==> src/rtl/s420_seq_ctrl_pkg.sv <==
// Shared types and constants for the s420 sweep controller.
// The SETTLE state only exists when S420_CTRL_SETTLE_EN is defined.
package s420_ctrl_pkg;

  localparam int CNT_W_DEF      = 16;
  localparam int SETTLE_CYC_DEF = 2;
  localparam int CMP_W          = 17;

`ifdef S420_CTRL_SETTLE_EN
  localparam int SETTLE_W = 4;

  typedef enum logic [1:0] {
    S_IDLE   = 2'd0,
    S_RUN    = 2'd1,
    S_SETTLE = 2'd2,
    S_DONE   = 2'd3
  } state_e;
`else
  typedef enum logic [1:0] {
    S_IDLE = 2'd0,
    S_RUN  = 2'd1,
    S_DONE = 2'd3
  } state_e;
`endif

endpackage

==> src/rtl/s420_seq_ctrl_if.sv <==
// Command/status and datapath signals of the s420 sweep controller.
// The slave modport is the controller; master is whoever drives it.
interface s420_seq_ctrl_if
  import s420_ctrl_pkg::*;
#(
  parameter int CNT_W = CNT_W_DEF
);

  logic             start;
  logic [CMP_W-1:0] cfg_c;
  logic [CNT_W-1:0] max_pulses;
  logic             z_in;
  logic             p0;
  logic [CMP_W-1:0] c_out;
  logic             busy;
  logic             done;
  logic             hit;
  logic             timeout;
  logic [CNT_W-1:0] hit_cnt;

  modport master (
    output start, cfg_c, max_pulses, z_in,
    input  p0, c_out, busy, done, hit, timeout, hit_cnt
  );

  modport slave (
    input  start, cfg_c, max_pulses, z_in,
    output p0, c_out, busy, done, hit, timeout, hit_cnt
  );

endinterface

==> src/rtl/s420_seq_ctrl_pulse_cnt.sv <==
// Pulse counter for the sweep controller: clear, increment and a
// terminal compare against a caller-supplied limit.
module s420_pulse_cnt #(
  parameter int CNT_W = 16
) (
  input  logic             clk,
  input  logic             rst_n,
  input  logic             clr,
  input  logic             inc,
  input  logic [CNT_W-1:0] limit,
  output logic [CNT_W-1:0] cnt,
  output logic             term
);

  // NOTE: state registers use non-blocking assignments so every flop
  // samples pre-edge values regardless of block evaluation order.
  always_ff @(posedge clk) begin
    if (!rst_n) begin
      cnt <= '0;
    end else if (clr) begin
      cnt <= '0;
    end else if (inc) begin
      cnt <= cnt + CNT_W'(1);
    end
  end

  assign term = (cnt == limit);

endmodule

==> src/rtl/s420_seq_ctrl.sv <==
// Sweep controller: issues count-enable pulses until the datapath reports a
// match or the pulse budget runs out. S420_CTRL_SETTLE_EN inserts settle gaps.
module s420_seq_ctrl
  import s420_ctrl_pkg::*;
#(
  parameter int CNT_W      = CNT_W_DEF,
  parameter int SETTLE_CYC = SETTLE_CYC_DEF
) (
  input  logic          CK,
  input  logic          RST_N,
  s420_seq_ctrl_if.slave bus
);

  if (SETTLE_CYC < 1 || SETTLE_CYC > 15) begin : g_bad_settle
    $error("SETTLE_CYC must be in 1..15");
  end

  state_e           state;
  logic             p0_q;
  logic             busy_q;
  logic             done_q;
  logic             hit_q;
  logic             timeout_q;
  logic [CNT_W-1:0] hit_cnt_q;
  logic [CMP_W-1:0] c_q;
  logic [CNT_W-1:0] max_q;

  logic [CNT_W-1:0] pulse_cnt;
  logic [CNT_W-1:0] cnt_limit;
  logic             cnt_term;
  logic             cnt_clr;
  logic             cnt_inc;

`ifdef S420_CTRL_SETTLE_EN
  logic [SETTLE_W-1:0] settle_cnt;

  // Budget is checked after SETTLE, when the counter already holds the pulses issued.
  assign cnt_limit = max_q;
`else
  // Budget is checked in the RUN cycle itself, i.e. before that pulse is counted.
  assign cnt_limit = max_q - CNT_W'(1);
`endif

  assign cnt_clr = (state == S_IDLE) && bus.start;
  assign cnt_inc = (state == S_RUN);

  s420_pulse_cnt #(.CNT_W(CNT_W)) u_pulse_cnt (
    .clk   (CK),
    .rst_n (RST_N),
    .clr   (cnt_clr),
    .inc   (cnt_inc),
    .limit (cnt_limit),
    .cnt   (pulse_cnt),
    .term  (cnt_term)
  );

  always_ff @(posedge CK) begin
    if (!RST_N) begin
      state     <= S_IDLE;
      p0_q      <= 1'b0;
      busy_q    <= 1'b0;
      done_q    <= 1'b0;
      hit_q     <= 1'b0;
      timeout_q <= 1'b0;
      hit_cnt_q <= '0;
      c_q       <= '0;
      max_q     <= '0;
`ifdef S420_CTRL_SETTLE_EN
      settle_cnt <= '0;
`endif
    end else begin
      // NOTE: done defaults low here; the branches below override it only on
      // the edge entering DONE, which is what makes it a one-cycle strobe.
      done_q <= 1'b0;
      unique case (state)
        S_IDLE: begin
          if (bus.start) begin
            c_q       <= bus.cfg_c;
            max_q     <= bus.max_pulses;
            hit_q     <= 1'b0;
            hit_cnt_q <= '0;
            busy_q    <= 1'b1;
            if (bus.max_pulses == '0) begin
              timeout_q <= 1'b1;
              done_q    <= 1'b1;
              state     <= S_DONE;
            end else begin
              timeout_q <= 1'b0;
              p0_q      <= 1'b1;
              state     <= S_RUN;
            end
          end
        end
        S_RUN: begin
          if (bus.z_in) begin
            hit_q     <= 1'b1;
            hit_cnt_q <= pulse_cnt;
            p0_q      <= 1'b0;
            done_q    <= 1'b1;
            state     <= S_DONE;
`ifdef S420_CTRL_SETTLE_EN
          end else begin
            p0_q       <= 1'b0;
            settle_cnt <= '0;
            state      <= S_SETTLE;
          end
`else
          end else if (cnt_term) begin
            timeout_q <= 1'b1;
            p0_q      <= 1'b0;
            done_q    <= 1'b1;
            state     <= S_DONE;
          end
`endif
        end
`ifdef S420_CTRL_SETTLE_EN
        S_SETTLE: begin
          if (bus.z_in) begin
            hit_q     <= 1'b1;
            hit_cnt_q <= pulse_cnt;
            done_q    <= 1'b1;
            state     <= S_DONE;
          end else if (settle_cnt == SETTLE_W'(SETTLE_CYC - 1)) begin
            if (cnt_term) begin
              timeout_q <= 1'b1;
              done_q    <= 1'b1;
              state     <= S_DONE;
            end else begin
              p0_q  <= 1'b1;
              state <= S_RUN;
            end
          end else begin
            settle_cnt <= settle_cnt + SETTLE_W'(1);
          end
        end
`endif
        S_DONE: begin
          busy_q <= 1'b0;
          state  <= S_IDLE;
        end
        default: state <= S_IDLE;
      endcase
    end
  end

  assign bus.p0      = p0_q;
  assign bus.c_out   = c_q;
  assign bus.busy    = busy_q;
  assign bus.done    = done_q;
  assign bus.hit     = hit_q;
  assign bus.timeout = timeout_q;
  assign bus.hit_cnt = hit_cnt_q;

endmodule

==> src/flat_wrapper.sv <==
// flat-port wrapper written by rule: the top's interface ports become plain ports
module s420_seq_ctrl_flat import s420_ctrl_pkg::*;
#(
  parameter int CNT_W      = CNT_W_DEF,
  parameter int SETTLE_CYC = SETTLE_CYC_DEF
)
  (CK, RST_N, bus_start, bus_cfg_c, bus_max_pulses, bus_z_in, bus_p0, bus_c_out, bus_busy, bus_done, bus_hit, bus_timeout, bus_hit_cnt);
  s420_seq_ctrl_if #(.CNT_W(CNT_W)) bus_i ();
  input  logic CK;
  input  logic RST_N;
  input wire logic [$bits(bus_i.start)-1:0] bus_start;
  input wire logic [$bits(bus_i.cfg_c)-1:0] bus_cfg_c;
  input wire logic [$bits(bus_i.max_pulses)-1:0] bus_max_pulses;
  input wire logic [$bits(bus_i.z_in)-1:0] bus_z_in;
  output wire logic [$bits(bus_i.p0)-1:0] bus_p0;
  output wire logic [$bits(bus_i.c_out)-1:0] bus_c_out;
  output wire logic [$bits(bus_i.busy)-1:0] bus_busy;
  output wire logic [$bits(bus_i.done)-1:0] bus_done;
  output wire logic [$bits(bus_i.hit)-1:0] bus_hit;
  output wire logic [$bits(bus_i.timeout)-1:0] bus_timeout;
  output wire logic [$bits(bus_i.hit_cnt)-1:0] bus_hit_cnt;
  assign bus_i.start = bus_start;
  assign bus_i.cfg_c = bus_cfg_c;
  assign bus_i.max_pulses = bus_max_pulses;
  assign bus_i.z_in = bus_z_in;
  assign bus_p0 = bus_i.p0;
  assign bus_c_out = bus_i.c_out;
  assign bus_busy = bus_i.busy;
  assign bus_done = bus_i.done;
  assign bus_hit = bus_i.hit;
  assign bus_timeout = bus_i.timeout;
  assign bus_hit_cnt = bus_i.hit_cnt;
  s420_seq_ctrl #(.CNT_W(CNT_W), .SETTLE_CYC(SETTLE_CYC)) u_core (.CK(CK), .RST_N(RST_N), .bus(bus_i));
endmodule
==> config.mk <==
export PLATFORM = sky130hd
export DESIGN_NAME = s420_seq_ctrl_flat
export DESIGN_NICKNAME = d
export VERILOG_FILES = /design/src/rtl/s420_seq_ctrl_pkg.sv /design/src/rtl/s420_seq_ctrl_if.sv /design/src/rtl/s420_seq_ctrl_pulse_cnt.sv /design/src/rtl/s420_seq_ctrl.sv /design/src/flat_wrapper.sv
export SDC_FILE = /design/constraint.sdc
export NUM_CORES = 1
export LEC_CHECK = 0
export CAP_MARGIN = 20
export CELL_PAD_IN_SITES_DETAIL_PLACEMENT = 0
export CELL_PAD_IN_SITES_GLOBAL_PLACEMENT = 1
export CORE_UTILIZATION = 33
export DETAILED_ROUTE_END_ITERATION = 8
export GPL_ROUTABILITY_DRIVEN = 0
export GPL_TIMING_DRIVEN = 1
export PLACE_DENSITY = 0.84
export SYNTH_ARGS = -nofsm -noshare
export SYNTH_HDL_FRONTEND = slang
export SYNTH_SLANG_ARGS = --single-unit
==> constraint.sdc <==
create_clock -name CK -period 1.9 [get_ports CK]
set_input_delay 0.285 -clock CK [delete_from_list [all_inputs] [get_ports CK]]
set_output_delay 0.285 -clock CK [all_outputs]
set_load 0.02 [all_outputs]
# == Yosys cells after proc, flatten, opt, wreduce, memory -nomap -nowiden ==
# Index checks and enable logic that the tools add are counted.
# classes
n_addsub,2
n_eq_ne,9
muxes,27
bitwise,1
reduce_logical,12
# ops
cell,n
2-to-1 mux 16 bit,2
case mux 16 bit (2 select lines),1
"adder 16 x 1 -> 16 bit, second input constant",1
== test 16 bit,1
zero test 16 bit,1
"subtractor 16 x 1 -> 16 bit, second input constant",1
2-to-1 mux 1 bit,14
case mux 1 bit (2 select lines),5
2-to-1 mux 2 bit,4
"!= test 2 bit, second input constant",4
AND reduction 4 bit,2
AND reduction 2 bit,3
case mux 2 bit (2 select lines),1
nonzero test 2 bit,2
"!= test 3 x 2 -> 1 bit, second input constant",1
AND reduction 3 bit,1
"== test 2 x 1 -> 1 bit, second input constant",1
"== test 2 bit, second input constant",1
zero test 2 bit,1
"!= test 2 x 1 -> 1 bit, second input constant",1
OR reduction 2 bit,1
logical AND 1 bit,1
inverter 1 bit,1
# totals
register_bits,72
in_bits,37
out_inout_bits,38
elab_cells,61

# == Depth between registers and ports, before layout ==
# Gate-level depths: netlist of the first run.
# depth
depth_word,5
ltp_mapped,8
mapped_depth_nobuf,8

# == By module ==
# A second synthesis of the first run with hierarchy kept.
# hier_totals
hier_cells,372
area_unflattened_um2,3228.1
# modules_own_cells
mod,instances,cells_per_inst,area_per_inst_um2,seq_area_each_um2
s420_seq_ctrl,1,273,2326.0,1121.1
s420_pulse_cnt,1,99,902.1,320.3

# == Worst setup path before layout of the first run ==
# Ideal clock, no wire load.
# synth_timing
kind,reg-to-reg
from,register u_core.max_q[0]
to,"register u_core.p0_q, in the netlist u_core.bus.p0"
setup_ps,122
t_arrival_ps,1886
required_ps,1778
setup_slack_ps,-108
path_stages_with_launch,8
n_path_buf,0
period_less_slack_ps,2008
cell_sequence,dfxtp_1 -> inv_1 -> ha_1 -> xnor2_1 -> or4_1 -> nor4_2 -> and2_2 -> a31oi_1
# synth_between
elab_chain_len,4
# synth_rtl
element,line,text
start: declaration,s420_seq_ctrl.sv:26,logic [CNT_W-1:0] max_q;
start signal: assignment,s420_seq_ctrl.sv:79,max_q <= bus.max_pulses;
subtractor 16 x 1 -> 16 bit,s420_seq_ctrl.sv:41,assign cnt_limit = max_q - CNT_W'(1);
== test 16 bit,s420_seq_ctrl_pulse_cnt.sv:27,assign term = (cnt == limit);
!= test 3 x 2 -> 1 bit (no source line),--,
AND reduction 4 bit (no source line),--,
end signal: assignment,s420_seq_ctrl.sv:60,p0_q <= 1'b0;
end signal: assignment,s420_seq_ctrl.sv:89,p0_q <= 1'b1;
end signal: assignment,s420_seq_ctrl.sv:98,p0_q <= 1'b0;
end: declaration,s420_seq_ctrl.sv:19,logic p0_q;
# No other way between the ends.
# A chain may end at the register's enable or synchronous reset.

# == Worst setup path after layout of the first run ==
# layout_timing
from,register u_core.max_q[6]
to,register u_core.state[1]
# layout_between
elab_chain_len,4
# layout_rtl
element,line,text
subtractor 16 x 1 -> 16 bit,s420_seq_ctrl.sv:41,
== test 16 bit,s420_seq_ctrl_pulse_cnt.sv:27,
!= test 3 x 2 -> 1 bit (no source line),--,
AND reduction 2 bit (no source line),--,
end signal: assignment,s420_seq_ctrl.sv:59,state <= S_IDLE;
end signal: assignment,s420_seq_ctrl.sv:86,state <= S_DONE;
end signal: assignment,s420_seq_ctrl.sv:90,state <= S_RUN;
end: declaration,s420_seq_ctrl.sv:18,state_e state;
# No other way between the ends.

==> impl_summary.log, run 1 <==
[metrics] buffer levels on the longest clock path: 2
[metrics] number of antenna violations at the first check in global routing: 0
[metrics] synthesized area divided by synthesized cell count: 8.44 um2
[metrics] proportion of synthesized chip area in sequential cells: 0.442
[metrics] failing checks: setup timing
[metrics] post-detailed-placement cell area: 4310 um2
[metrics] area of the mapped netlist: 3260 um2
[metrics] run status: finished with violations
[metrics] Crit Path Class: register to register
[metrics] nature of the critical path startpoint: register
[metrics] count of distinct cell types in the synthesized netlist: 46
[metrics] final worst slack: -0.0191 ns
[metrics] setup repair after global routing missed its margin: yes
[metrics] total setup buffers inserted after CTS: 0
[metrics] achievable clock frequency: 0.521 GHz
[metrics] number of synthesized register bits: 72
[metrics] total overflow reported by the global router: 0
[metrics] routing usage on met1: 0.197
[metrics] global-route wire length before repair: 14.1 mm
[metrics] maximum number of pins on one net before global-route repair: 27
[metrics] share of final-layout standard cells stronger than drive strength 1: 0.132
[metrics] Power Dens Cells: 782 nW/um2
[metrics] data arrival time of the critical path: 2.19 ns
[metrics] Residual DRC: 0
[metrics] area delta synth->final: 39.6%
[metrics] H-tree depth reported by CTS: 3
[metrics] Post-CTS Hold Buffers: 0
[metrics] fin crit share: 1.01
[metrics] busiest layer in global routing: met2
[metrics] Finish-stage setup viols: 1
[metrics] TritonCTS buffer count: 9
[metrics] Die Span X: 101 um
[metrics] # Max-Cap Violations: 0
[metrics] number of pins exceeding their max-slew limit in the final report: 0
[metrics] top cells by area, synth: sky130_fd_sc_hd__dfxtp_1 44%, sky130_fd_sc_hd__nand2_1 9.9%, sky130_fd_sc_hd__xnor2_1 6.2%
[metrics] list of most frequent post-synthesis cells: 86 x sky130_fd_sc_hd__nand2_1, 72 x sky130_fd_sc_hd__dfxtp_1, 31 x sky130_fd_sc_hd__nor2_1
[metrics] Core Area: 9420 um2
[metrics] total nets after synthesis: 426
[metrics] share of the core filled with cells in the final layout: 0.484
[metrics] worst-path maximum fanout: 7
[metrics] Net count, final: 520
[metrics] vias: 3012
[metrics] Yosys top cell area share: 0.442
[metrics] TritonCTS sink count: slightly above 70
[metrics] leakage power: approximately 1.7 nW
[metrics] share of synthesized flip-flops with an asynchronous set or reset: 0
[metrics] worst hold path class: register to register
[metrics] GRT Util Overall: 0.180
[metrics] clock latency of the later-clocked register in the worst-skew pair: 0.35 ns
[metrics] final critical-path required period: 1.92 ns
[metrics] grt met2 use: 0.314
[metrics] vias per cell: 4.90
[metrics] Clock Skew: approximately 0.0086 ns
[metrics] Post-synth EDFFs: 0
[metrics] met3 track demand over resource in global routing: 0.0518
[metrics] via count of the first global-routing pass: 3016
[metrics] Port Buffers: 74
[metrics] library cell with the largest summed area after synthesis: sky130_fd_sc_hd__dfxtp_1
[metrics] number of iterations in the first detailed-routing pass: 4
[metrics] routed length per instance: approximately 14 um
[metrics] initial cell density of the core: 0.347
[metrics] peak supply drop: 0.000388 V
[metrics] number of violations reported at the end of detailed-routing iteration 0: 131
[metrics] Total Die Area: 10300 um2
[metrics] count of antenna diodes in the layout: 0
[metrics] Synth warnings: 0
[metrics] Clk Tree Root Cell: sky130_fd_sc_hd__clkbuf_8
[metrics] leading register cell type out of synthesis: sky130_fd_sc_hd__dfxtp_1
[metrics] worst slew margin relative to its limit: 0.459
[metrics] Cell Rows: 35
[metrics] cell area after layout: 4560 um2
[metrics] required time reported for the critical path endpoint: between 2 and 2.5 ns
[metrics] half-perimeter wire length after detailed placement: 6.41 mm
[metrics] Final Hold Violating Endpoints: 0
[metrics] most frequent cell after synthesis: sky130_fd_sc_hd__nand2_1
[metrics] final wirelength: about 8.6 mm
[metrics] clock slew at reported path FFs: 0.08 ns
[metrics] Final ANT Viol Nets: 0
[metrics] Die Height: around 100 um
[metrics] worst slew pin tran: between 0.8 and 0.9 ns
[metrics] cell count after synthesis: 387
[metrics] Top-Level Pins: 75
[metrics] Critical Path End Type: register
[metrics] clock tree from TritonCTS: yes
[through the flow]
stage | TNS (ns) | hold slack, ns | total power [mW] | std cells | worst slack, ns
final | -0.0191 | 0.456 | 3.56 | 615 | -0.0191
after global routing | -0.435 | 0.466 | 3.72 | 615 | -0.126
after CTS | -0.0226 | 0.459 | 3.59 | 615 | -0.0226
after detailed placement | -0.365 | 0.449 | 2.34 | 599 | -0.127
after global placement | -0.0457 | 0.441 | 2.33 | 599 | -0.0287
after floorplan | 0 | 0.421 | 2.05 | 387 | 0.00222
[logic make-up (layout without fill, tap and decap cells)]
| logic type | Yosys count | count (layout) | share of synthesized area |
|---|---|---|---|
| compound gates | 75 | 75 | 0.157 |
| xor+xnor | 39 | 39 | 0.109 |
| fa+ha+maj | 2 | 2 | 0.00766 |
| buf+inv | 27 | 126 | 0.0322 |
| flops | 72 | 72 | 0.442 |
| mux | 1 | 1 | 0.00307 |
| simple gates | 171 | 171 | 0.250 |
[per-layer routing]
metal,share of wire,routed length (um)
met1,0.43,3700
met2,0.48,4110
met3,0.066,568
met4,0.025,219
met5,0,0
[worst max-delay path, cell delays in order, from the launching register on]
cell	delay, ns
sky130_fd_sc_hd__dfxtp_2	0.33
sky130_fd_sc_hd__or4_4	0.61
sky130_fd_sc_hd__nor3_1	0.21
sky130_fd_sc_hd__o211ai_1	0.12
sky130_fd_sc_hd__a211oi_2	0.26
sky130_fd_sc_hd__nand3_2	0.14
sky130_fd_sc_hd__a21oi_1	0.16
[area by class of cell]
class / instances / area (um2)
Clock buffer: 10 / 128
Clock inverter: 6 / 68.8
Fill cell: 901 / 4860
Inverter: 6 / 22.5
Multi-Input combinational cell: 288 / 1760
Sequential cell: 72 / 1450
Tap cell: 129 / 161
Timing Repair Buffer: 104 / 966
[cell usage in the layout (no fill, tap or decap), types with 2 or more instances in the layout]
cell type / synthesis / layout
sky130_fd_sc_hd__nand2_1: 86 / 86
sky130_fd_sc_hd__a21oi_1: 24 / 24
sky130_fd_sc_hd__nor4_4: 1 / 2
sky130_fd_sc_hd__or4_4: 1 / 3
sky130_fd_sc_hd__nor3b_1: 2 / 2
sky130_fd_sc_hd__and3_1: 5 / 5
sky130_fd_sc_hd__xnor2_1: 23 / 22
sky130_fd_sc_hd__inv_1: 6 / 5
sky130_fd_sc_hd__a22o_1: 12 / 12
sky130_fd_sc_hd__nand3_1: 5 / 5
sky130_fd_sc_hd__and2_1: 4 / 4
sky130_fd_sc_hd__o22ai_1: 3 / 3
sky130_fd_sc_hd__nor3_1: 5 / 5
sky130_fd_sc_hd__buf_4: 0 / 30
sky130_fd_sc_hd__clkbuf_8: 0 / 9
sky130_fd_sc_hd__nor4_1: 8 / 8
sky130_fd_sc_hd__clkdlybuf4s50_1: 0 / 74
sky130_fd_sc_hd__a31oi_1: 2 / 2
sky130_fd_sc_hd__a22oi_1: 4 / 4
sky130_fd_sc_hd__nor2b_1: 3 / 3
sky130_fd_sc_hd__clkinv_4: 0 / 2
sky130_fd_sc_hd__xor2_1: 15 / 15
sky130_fd_sc_hd__nand4_1: 6 / 6
sky130_fd_sc_hd__dfxtp_1: 72 / 68
sky130_fd_sc_hd__dfxtp_2: 0 / 4
sky130_fd_sc_hd__a21boi_0: 17 / 17
sky130_fd_sc_hd__o21ai_0: 4 / 4
sky130_fd_sc_hd__o211ai_1: 3 / 3
sky130_fd_sc_hd__nor2_1: 31 / 31
sky130_fd_sc_hd__or3_1: 2 / 2
[state kept, by name, indices dropped and copies added, names as in the netlist]
| name | flops |
|---|---|
| u_core.bus.c_out | 17 |
| u_core.bus.hit_cnt | 16 |
| u_core.max_q | 16 |
| u_core.u_pulse_cnt.cnt | 16 |
| u_core.state | 2 |
| u_core.bus.busy | 1 |
| u_core.bus.done | 1 |
| u_core.bus.hit | 1 |
| u_core.bus.p0 | 1 |
| u_core.bus.timeout | 1 |
[repair_timing]
action                                  in CTS  in global routing
pin swaps                                    1                  4
endpoints found under the setup margin       4                  4
gates resized for setup                      8                  5
[worst paths after layout]
kind                                      startpoint                    to  slack (ns)  cells after the start
worst max-delay path                 u_core.max_q[6]       u_core.state[1]       -0.02                      6
worst min register to register  u_core.bus.c_out[14]  u_core.bus.c_out[14]        0.46                      2
worst min-delay path            u_core.bus.c_out[14]  u_core.bus.c_out[14]        0.46                      2
worst max register to register       u_core.max_q[6]       u_core.state[1]       -0.02                      6
[where the power goes]
part | total [mW] | leakage [nW] | internal, mW | switching, mW
logic | 0.732 | 0.989 | 0.357 | 0.375
registers | 1.61 | 0.588 | 1.57 | 0.0459
clock network | 1.22 | 0.0968 | 0.613 | 0.605
Note: power is estimated with default switching activity, not from simulation.
==> inputs of run 2 (changes only) <==
--- a/config.mk
+++ b/config.mk
@@ -13,6 +13,7 @@
 export GPL_ROUTABILITY_DRIVEN = 0
 export GPL_TIMING_DRIVEN = 1
 export PLACE_DENSITY = 0.84
+export SKIP_LAST_GASP = 1
 export SYNTH_ARGS = -nofsm -noshare
 export SYNTH_HDL_FRONTEND = slang
 export SYNTH_SLANG_ARGS = --single-unit
==> run 2 against run 1 <==
  * The flow still finishes with violations (setup timing)
  * First-iteration DRC count is 27% lower
  * Sequential power hardly changed
  * Global-route usage stayed put
  * Cell area is 0.16% higher
  * Routed wire length is 0.76% higher
  * Register-to-register slack hardly changed
  * Sequential share of layout area hardly changed
  * Cell count stayed put
  * Critical endpoint unchanged
  * Largest power group unchanged
  * Highest routed layer unchanged
==> impl_summary.log, run 2 (synthesis gave the netlist of run 1 again) <==
[metrics] endpoint of the worst setup timing path: u_core.state[1]
[metrics] final worst slack: -0.0302 ns
[metrics] TritonCTS sink count: 72
[metrics] total setup buffers inserted after CTS: 0
[metrics] Top-Level Pins: 75
[metrics] final critical-path required period: around 1.9 ns
[metrics] total overflow reported by the global router: 0
[metrics] crit path launch: u_core.max_q[3]
[metrics] clock slew at reported path FFs: 0.08 ns
[metrics] number of antenna violations at the first check in global routing: 0
[metrics] number of iterations in the first detailed-routing pass: 4
[metrics] Net count, final: 520
[metrics] commonest cells after routing, fill and taps aside: 86 x sky130_fd_sc_hd__nand2_1, 74 x sky130_fd_sc_hd__clkdlybuf4s50_1, 67 x sky130_fd_sc_hd__dfxtp_1, 31 x sky130_fd_sc_hd__nor2_1, 30 x sky130_fd_sc_hd__buf_4
[metrics] Critical Path End Type: register
[metrics] setup repair after global routing missed its margin: yes
[metrics] required time reported for the critical path endpoint: 2.18 ns
[metrics] Reg2Reg Setup Slack: -0.03 ns
[metrics] Final Hold Violating Endpoints: 0
[metrics] GRT Util Overall: 0.180
[metrics] depth of the most critical reg-to-reg path: 6
[metrics] achievable clock frequency: 0.518 GHz
[metrics] nature of the critical path startpoint: register
[metrics] commonest non-fill, non-tap cell in the layout: sky130_fd_sc_hd__nand2_1
[metrics] area delta synth->final: 39.8%
[metrics] H-tree depth reported by CTS: 3
[metrics] half-perimeter wire length after detailed placement: 6.41 mm
[metrics] fin crit share: 1.02
[metrics] share of the core filled with cells in the final layout: 0.485
[metrics] share of final-layout standard cells stronger than drive strength 1: 0.136
[metrics] number of violations reported at the end of detailed-routing iteration 0: 96
[metrics] data arrival time of the critical path: 2.21 ns
[metrics] via count of the first global-routing pass: 3016
[metrics] Core Area: ~9400 um2
[metrics] Post-CTS Hold Buffers: 0
[metrics] cell area after layout: 4560 um2
[metrics] TritonCTS buffer count: 9
[metrics] clock tree from TritonCTS: yes
[metrics] Die Height: a little over 100 um
[metrics] vias: 3027
[metrics] worst hold path class: register to register
[metrics] leakage power: between 1.5 and 2 nW
[metrics] maximum number of pins on one net before global-route repair: 27
[metrics] worst-path maximum fanout: 6
[metrics] Total Die Area: roughly 10000 um2
[metrics] # Max-Cap Violations: 0
[metrics] vias per cell: 4.92
[metrics] routing usage on met1: 0.197
[metrics] buffer levels on the longest clock path: 2
[metrics] worst slew margin relative to its limit: 0.462
[metrics] global-route wire length before repair: around 14 mm
[metrics] Power Dens Cells: 783 nW/um2
[metrics] initial cell density of the core: 0.347
[metrics] run status: finished with violations
[metrics] Clk Tree Root Cell: sky130_fd_sc_hd__clkbuf_8
[metrics] number of pins exceeding their max-slew limit in the final report: 0
[metrics] FF-to-FF Start: u_core.max_q[3]
[metrics] Finish-stage setup viols: 2
[metrics] worst slew pin tran: 0.804 ns
[metrics] routed length per instance: about 14 um
[metrics] failing checks: setup timing
[metrics] Clock Skew: 0.0104 ns
[metrics] met3 track demand over resource in global routing: 0.0518
[metrics] peak supply drop: between 0.0003 and 0.0004 V
[metrics] reg2reg end: u_core.state[1]
[metrics] Final ANT Viol Nets: 0
[metrics] Residual DRC: 0
[metrics] clock latency of the later-clocked register in the worst-skew pair: 0.36 ns
[metrics] busiest layer in global routing: met2
[metrics] Port Buffers: 74
[metrics] post-detailed-placement cell area: ~4300 um2
[metrics] Min-Delay Path Depth: 2
[metrics] number of flip-flops under the largest register name: 17
[metrics] Die Span X: 101 um
[metrics] grt met2 use: 0.314
[metrics] Crit Path Class: register to register
[metrics] final wirelength: between 8 and 9 mm
[metrics] Cell Rows: 35
[metrics] count of antenna diodes in the layout: 0
## run 2: cell counts in the layout (fill, tap and decap cells not counted)
Identical to the previous run, type by type.
## run 2: worst max-delay path: stages (launching register included)
cell and delay, ns:
sky130_fd_sc_hd__dfxtp_1 0.48, sky130_fd_sc_hd__or4_1 0.24, sky130_fd_sc_hd__nor2_1 0.07, sky130_fd_sc_hd__or3b_2 0.47, sky130_fd_sc_hd__a211oi_2 0.29, sky130_fd_sc_hd__nand3_2 0.14
sky130_fd_sc_hd__a21oi_1 0.16
## run 2: worst min path at each step
| stage | startpoint | to | slack (ns) |
|---|---|---|---|
| 2_1_floorplan | bus_max_pulses[0] | u_core.max_q[0] | 0.42 |
| 3_3_place_gp | u_core.bus.c_out[13] | u_core.bus.c_out[13] | 0.44 |
| 3_5_place_dp | u_core.bus.c_out[4] | u_core.bus.c_out[4] | 0.45 |
| 4_1_cts | u_core.bus.c_out[14] | u_core.bus.c_out[14] | 0.46 |
| 5_1_grt | bus_cfg_c[9] | u_core.bus.c_out[9] | 0.47 |
| 6_report | u_core.bus.c_out[14] | u_core.bus.c_out[14] | 0.46 |
## run 2: layer usage
layer | share of wire | wire length, um
met1 | 0.43 | 3760
met3 | 0.062 | 540
met4 | 0.025 | 219
met2 | 0.48 | 4140
met5 | 0 | 0
## run 2: cell type report
class	count	area, um2
Sequential cell	72	1450
Clock inverter	6	68.8
Clock buffer	10	128
Inverter	6	22.5
Timing Repair Buffer	104	966
Fill cell	899	4850
Tap cell	129	161
Multi-Input combinational cell	288	1770
## run 2: repair_timing
item,4_1_cts,5_1_grt
setup endpoints to repair,4,4
cloned,0,0
resized for setup,7,8
pin swaps,1,3
## run 2: per-stage QoR
step	power [mW]	hold WS, ns	TNS [ns]	setup WS [ns]	instances
floorplan	2.05	0.421	0	0.00222	387
global placement	2.33	0.441	-0.0457	-0.0287	599
detailed placement	2.34	0.449	-0.365	-0.127	599
CTS	3.59	0.459	-0.0262	-0.0262	615
global route	3.73	0.466	-0.435	-0.126	615
finish	3.57	0.456	-0.0407	-0.0302	615
## run 2: report_power, final
part           switching [mW]  internal, mW
combinational           0.376         0.359
sequential             0.0472          1.57
clock                   0.609         0.614
total                    1.03          2.54
==> inputs of run 3 (changes only) <==
--- a/config.mk
+++ b/config.mk
@@ -12,6 +12,7 @@
 export DETAILED_ROUTE_END_ITERATION = 8
 export GPL_ROUTABILITY_DRIVEN = 0
 export GPL_TIMING_DRIVEN = 1
+export HOLD_SLACK_MARGIN = 0.02
 export PLACE_DENSITY = 0.84
 export SKIP_LAST_GASP = 1
 export SYNTH_ARGS = -nofsm -noshare
==> results of run 3 <==
Final layout, timing and power as in run 2 (identical DEF).
==> RTL change 1 (flow settings as in run 1) <==
Change the package constant `CMP_W` from 17 to 13.
--- a/src/rtl/s420_seq_ctrl_pkg.sv
+++ b/src/rtl/s420_seq_ctrl_pkg.sv
@@ -4,7 +4,7 @@
 
   localparam int CNT_W_DEF      = 16;
   localparam int SETTLE_CYC_DEF = 2;
-  localparam int CMP_W          = 17;
+  localparam int CMP_W          = 13;
 
 `ifdef S420_CTRL_SETTLE_EN
   localparam int SETTLE_W = 4;
Interface: changed (resized bus_c_out and bus_cfg_c); port bits go from 75 to 67. No check against the original RTL was run, so the function may have changed too.
==> RTL change 1 against run 1 <==
- the flow still finishes with violations (negative setup slack)
- setup slack worse by 0.40 ns
- sequential cell count down 4
- synthesized area down 5.2%
- design area down 1.2%
- wire length down 7.1%
- combinational power down 6.8%
- core utilization up 2.3 points
- critical path depth up 3
- total power down 6.9%
- count of clock-buffer cells in the layout unchanged
- sequential power down 6%
- highest routed layer unchanged
==> RTL change 1: results (changes against run 1) <==
metric,value,unit,change
status,finished with violations,,unchanged
failing checks,negative setup slack,,unchanged
met1 WL,3490,um,was 3700 um
PortBufs,66,,was 74
clk_skew,0.00774,ns,was 0.00862 ns
"reg-to-reg slack, setup",-0.42,ns,was -0.02 ns
Slew @ Worst Pin,0.850,ns,was 0.809 ns
clock edge transition at the registers on the reported setup and hold paths,0.07,ns,
largest net degree at the start of global routing,41,,was 27
Syn. warnings,0,,unchanged
most instantiated cells after synthesis,"73 x nand2_1, 68 x dfxtp_1, 30 x a21boi_0, 26 x nor2_1, 20 x xor2_1",,"was 86 x nand2_1, 72 x dfxtp_1, 31 x nor2_1, 24 x a21oi_1, 23 x xnor2_1"
routed len/inst,13.6,um,was 14.0 um
count of cell types in the netlist,48,,was 46
hold wc startpoint,u_core.bus.c_out[7]$_SDFFE_PN0P_,,was u_core.bus.c_out[14]$_SDFFE_PN0P_
GRT Overall Usage,17.2,%,was 18.0%
Crit path arrival time,2.54,ns,was 2.19 ns
"Top FF cell, synth",dfxtp_1,,unchanged
CTS buffer count,9,,unchanged
final setup vio count,4,,was 1
met2 routed WL,3940,um,was 4110 um
DR vias,2931,,was 3012
CP max stage delay,0.49,ns,was 0.61 ns
GR Util met3,5.39,%,was 5.18%
r2r endpoint,u_core.bus.p0$_SDFFE_PN0P_,,was u_core.state[1]$_SDFFE_PN0P_
end of the worst hold path,u_core.bus.c_out[7]$_SDFFE_PN0P_,,was u_core.bus.c_out[14]$_SDFFE_PN0P_
Slowest cell on crit path,or4b_4,,was or4_4
Via density,5.00,,was 4.90
Fill cells,845,,was 901
Hold Crit Depth,2,,unchanged
worst skew pair latency,0.34,ns,
"top cells by area, synth","dfxtp_1 44%, nand2_1 8.9%, a21boi_0 7.3%",,"was dfxtp_1 44%, nand2_1 9.9%, xnor2_1 6.2%"
fin worst setup slack,-0.417,ns,was -0.0191 ns
first-pass iteration count of the detailed router,4,,unchanged
n_diodes,0,,unchanged
DR iter-0 viols,88,,was 131
layout cells sized above 1,18.6,%,was 13.2%
met2 Usage GRT,30.9,%,was 31.4%
metal3 WL,417,um,was 568 um
Nets,509,,was 520
global routing usage on met1,19.3,%,was 19.7%
Leakage Power,1.76,nW,was 1.67 nW
maximum vdd drop,0.000374,V,was 0.000388 V
H-Tree Level Count,3,,unchanged
r2r worst-path depth,9,,was 6
average size of a mapped cell,8.57,sq um,was 8.44 sq um
syn nets,396,,was 426
dpl hpwl,5920,um,was 6410 um
worst-path fanout max,4,,was 7
DP Cell Count,571,,was 599
number of global-route vias before repair,2992,,was 3016
post-synthesis sequential area ratio,44.0,%,was 44.2%
FF-to-FF Start,u_core.max_q[1]$_SDFFE_PN0P_,,was u_core.max_q[6]$_SDFFE_PN0P_
Sw Share,26.8,%,was 28.8%
share of flip-flops with an asynchronous set or reset,0,%,unchanged
maximum root-to-sink buffer count,2,,unchanged
uppermost layer routed,met4,,unchanged
first-pass GRT wire length,13400,um,was 14100 um
## RTL change 1: cell types whose count changed after synthesis, moves of 4 or more
cell      delta
nand2_1     -13
a21boi_0    +13
xnor2_1     -13
xor2_1       +5
dfxtp_1      -4
nand3_1      +5
a21oi_1     -15
nor2_1       -5
## RTL change 1: area by class of cell
type | instances | area share [%]
clock buffers | 10 | 2.83
clock inverters | 5 | 1.19
flip-flops and latches | 68 | 30.3
inverters | 4 | 0.333
well taps | 108 | 3.00
repair buffers | 121 | 24.1
multi-input cells | 270 | 38.2
## RTL change 1: power groups by stage
stage          registers [mW]  logic, mW  clock network [mW]
2_1_floorplan            1.58      0.309                   0
3_3_place_gp             1.54      0.635                   0
3_5_place_dp             1.55      0.648                   0
4_1_cts                  1.51      0.662                1.16
5_1_grt                  1.52      0.750                1.23
6_report                 1.51      0.682                1.12
## RTL change 1: timing repair
item / CTS / global route
pin swaps: 2 / 3
hold endpoints to repair: 0 / 0
endpoints found under the setup margin: 4 / 8
cloned: 0 / 0
resized for setup: 4 / 8
## RTL change 1: how the worst max path moves through the flow
stage / slack, ns / endpoint / cells past startpoint / from
2_1_floorplan: -0.36 / u_core.bus.p0$_SDFFE_PN0P_ / 9 / u_core.max_q[1]$_SDFFE_PN0P_
3_3_place_gp: -0.41 / u_core.bus.p0$_SDFFE_PN0P_ / 9 / u_core.max_q[1]$_SDFFE_PN0P_
3_5_place_dp: -0.45 / u_core.bus.p0$_SDFFE_PN0P_ / 8 / u_core.max_q[2]$_SDFFE_PN0P_
4_1_cts: -0.45 / u_core.bus.p0$_SDFFE_PN0P_ / 9 / u_core.max_q[1]$_SDFFE_PN0P_
5_1_grt: -0.56 / u_core.bus.p0$_SDFFE_PN0P_ / 7 / u_core.max_q[5]$_SDFFE_PN0P_
6_report: -0.42 / u_core.bus.p0$_SDFFE_PN0P_ / 9 / u_core.max_q[1]$_SDFFE_PN0P_
## RTL change 1: stage by stage
stage | setup TNS (ns) | setup WS, ns | hold slack (ns) | cell area [sq um] | power (mW)
after detailed placement | -1.53 | -0.451 | 0.459 | 4250 | 2.19
after CTS | -1.30 | -0.450 | 0.468 | 4450 | 3.33
after global routing | -1.81 | -0.564 | 0.491 | 4500 | 3.50
after global placement | -1.24 | -0.412 | 0.449 | 4250 | 2.18
final | -1.30 | -0.417 | 0.464 | 4500 | 3.32
after floorplan | -0.661 | -0.358 | 0.422 | 3110 | 1.89
## RTL change 1: cell families (layout without fill, tap and decap cells)
kind of cell | after synthesis | in the layout | synth area share (%)
xor+xnor | 30 | 30 | 8.49
compound gates | 80 | 80 | 18.8
buf+inv | 23 | 140 | 3.03
simple gates | 157 | 157 | 24.6
flops | 68 | 68 | 44.0
mux | 1 | 1 | 0.323
fa+ha+maj | 2 | 2 | 0.808
==> RTL change 2 (config.mk and constraints of run 1) <==
Made on the original files. Reset style: asynchronous (`RST_N` and `rst_n`), changed in 2 clocked blocks.
--- a/src/rtl/s420_seq_ctrl_pulse_cnt.sv
+++ b/src/rtl/s420_seq_ctrl_pulse_cnt.sv
@@ -14,7 +14,7 @@
 
   // NOTE: state registers use non-blocking assignments so every flop
   // samples pre-edge values regardless of block evaluation order.
-  always_ff @(posedge clk) begin
+  always_ff @(posedge clk or negedge rst_n) begin
     if (!rst_n) begin
       cnt <= '0;
     end else if (clr) begin
--- a/src/rtl/s420_seq_ctrl.sv
+++ b/src/rtl/s420_seq_ctrl.sv
@@ -54,7 +54,7 @@
     .term  (cnt_term)
   );
 
-  always_ff @(posedge CK) begin
+  always_ff @(posedge CK or negedge RST_N) begin
     if (!RST_N) begin
       state     <= S_IDLE;
       p0_q      <= 1'b0;
Function: differs if RST_N is asserted again (counterexample within 4 cycles, from zero or initial values and one cycle with RST_N low); with RST_N held inactive, the same outputs for 10 cycles.
==> RTL change 2 against run 1 <==
- largest cell class is now sequential cells
- synthesized area increased by 6.3%
- design area increased by 8.8%
- the run still ends with negative setup slack left
- clock skew decreased by 0.0021 ns
- worst hold slack improved by 0.0040 ns
- setup slack got worse by 0.54 ns
- critical path type unchanged
- sequential cell count unchanged
- wire length decreased by 1.6%
Power is not compared: it rests on default switching activity, and its combinational part moved more than twofold at a synthesized area within 25%.
==> RTL change 2: results (changes against run 1) <==
metric,value,unit,change
status,finished with violations,,unchanged
failing checks,negative setup slack,,unchanged
DRT Wirelength,8460,um,was 8600 um
setup TNS,-2.06,ns,was -0.0191 ns
CP Launch Point,u_core.max_q[11]$_DFFE_PN0P_,,was u_core.max_q[6]$_SDFFE_PN0P_
Nets,537,,was 520
count of cell types in the netlist,52,,was 46
routed len/inst,13.3,um,was 14.0 um
Fill cells,992,,was 901
DP Area,4640,sq um,was 4310 sq um
CTS Hold Bufs,1,,was 0
post-synthesis sequential area ratio,51.9,%,was 44.2%
Post-CTS Setup Repair Bufs,1,,was 0
worst-path fanout max,3,,was 7
fin worst setup slack,-0.564,ns,was -0.0191 ns
Via density,4.88,,was 4.90
pre-CTS setup slack,-0.551,ns,was -0.127 ns
syn nets,425,,was 426
slew margin rel.,69.9,%,was 45.9%
largest net degree at the start of global routing,73,,was 27
DP Cell Count,619,,was 599
number of global-route vias before repair,3191,,was 3016
comb pwr,3.41,mW,
met1 WL,3750,um,was 3700 um
share of flip-flops with an asynchronous set or reset,100,%,was 0%
layout cells sized above 1,14.7,%,was 13.2%
GRT Overall Usage,17.0,%,was 18.0%
first-pass GRT wire length,14900,um,was 14100 um
final setup vio count,4,,was 1
metal3 WL,452,um,was 568 um
dpl hpwl,6220,um,was 6410 um
type of the worst min-delay path,input pin to flip-flop,,was flip-flop to flip-flop
P_int,4.65,mW,
average size of a mapped cell,8.99,sq um,was 8.44 sq um
Sw Share,37.2,%,
Leakage Power,2.25,nW,
hold wc startpoint,bus_cfg_c[4],,was u_core.bus.c_out[14]$_SDFFE_PN0P_
"top cells by area, synth","dfrtp_1 52%, nand2_1 15%, o21ai_1 3.3%",,"was dfxtp_1 44%, nand2_1 9.9%, xnor2_1 6.2%"
CTS resizes,1,,was 8
Crit path arrival time,2.70,ns,was 2.19 ns
CP max stage delay,0.54,ns,was 0.61 ns
DR iter-0 viols,94,,was 131
std cell rows,37,,was 35
met2 routed WL,4150,um,was 4110 um
clk_skew,0.00655,ns,was 0.00862 ns
most instantiated cells after synthesis,"138 x nand2_1, 72 x dfrtp_1, 23 x o21ai_1, 17 x clkbuf_1, 12 x xor2_1",,"was 86 x nand2_1, 72 x dfxtp_1, 31 x nor2_1, 24 x a21oi_1, 23 x xnor2_1"
-- RTL change 2: changes by cell type after synthesis, moves of 5 or more --
cell,before,now
dfxtp_1,72,0
a21oi_1,24,5
o21ai_0,4,10
o31ai_1,1,6
nand2_1,86,138
o21ai_1,0,23
dfrtp_1,0,72
a21boi_0,17,0
nor2_1,31,10
a22o_1,12,1
xnor2_1,23,6
nand3_1,5,11
-- RTL change 2: worst paths after layout --
kind | to | slack [ns] | cells past startpoint
setup / recovery | u_core.bus.p0$_DFFE_PN0P_ | -0.56 | 6
hold / removal | u_core.bus.c_out[4]$_DFFE_PN0P_ | 0.46 | 3
setup reg to reg | u_core.bus.p0$_DFFE_PN0P_ | -0.56 | 6
hold reg to reg | u_core.bus.c_out[16]$_DFFE_PN0P_ | 0.47 | 2
max in group asynchronous | u_core.bus.c_out[10]$_DFFE_PN0P_ | 1.07 | 3
min in group asynchronous | u_core.bus.hit_cnt[9]$_DFFE_PN0P_ | 0.49 | 3
-- RTL change 2: layer usage --
layer	vias to the layer above	GRT usage (%)
met5	-	0
met4	0	4.18
met3	13	4.37
met2	83	29.4
met1	1469	20.9
li1	1551	-
-- RTL change 2: final cells by class --
cell class | instances | area [sq um] | area share, %
clock buffer | 10 | 138 | 2.78
clock inverter | 5 | 129 | 2.60
inverter | 6 | 22.5 | 0.454
multi-input combinational | 289 | 1590 | 32.1
sequential | 72 | 1800 | 36.3
tap | 136 | 170 | 3.43
timing repair buffer | 120 | 1100 | 22.3
-- RTL change 2: logic make-up (layout without fill, tap and decap cells) --
logic type      after synthesis  in the layout  synth area share, %
flops                        72             72                 51.9
fa+ha+maj                     2              2                0.721
simple gates                197            197                 25.6
mux                           3              3                0.866
compound gates               69             69                 13.6
xor+xnor                     18             18                 4.54
buf+inv                      25            141                 2.74
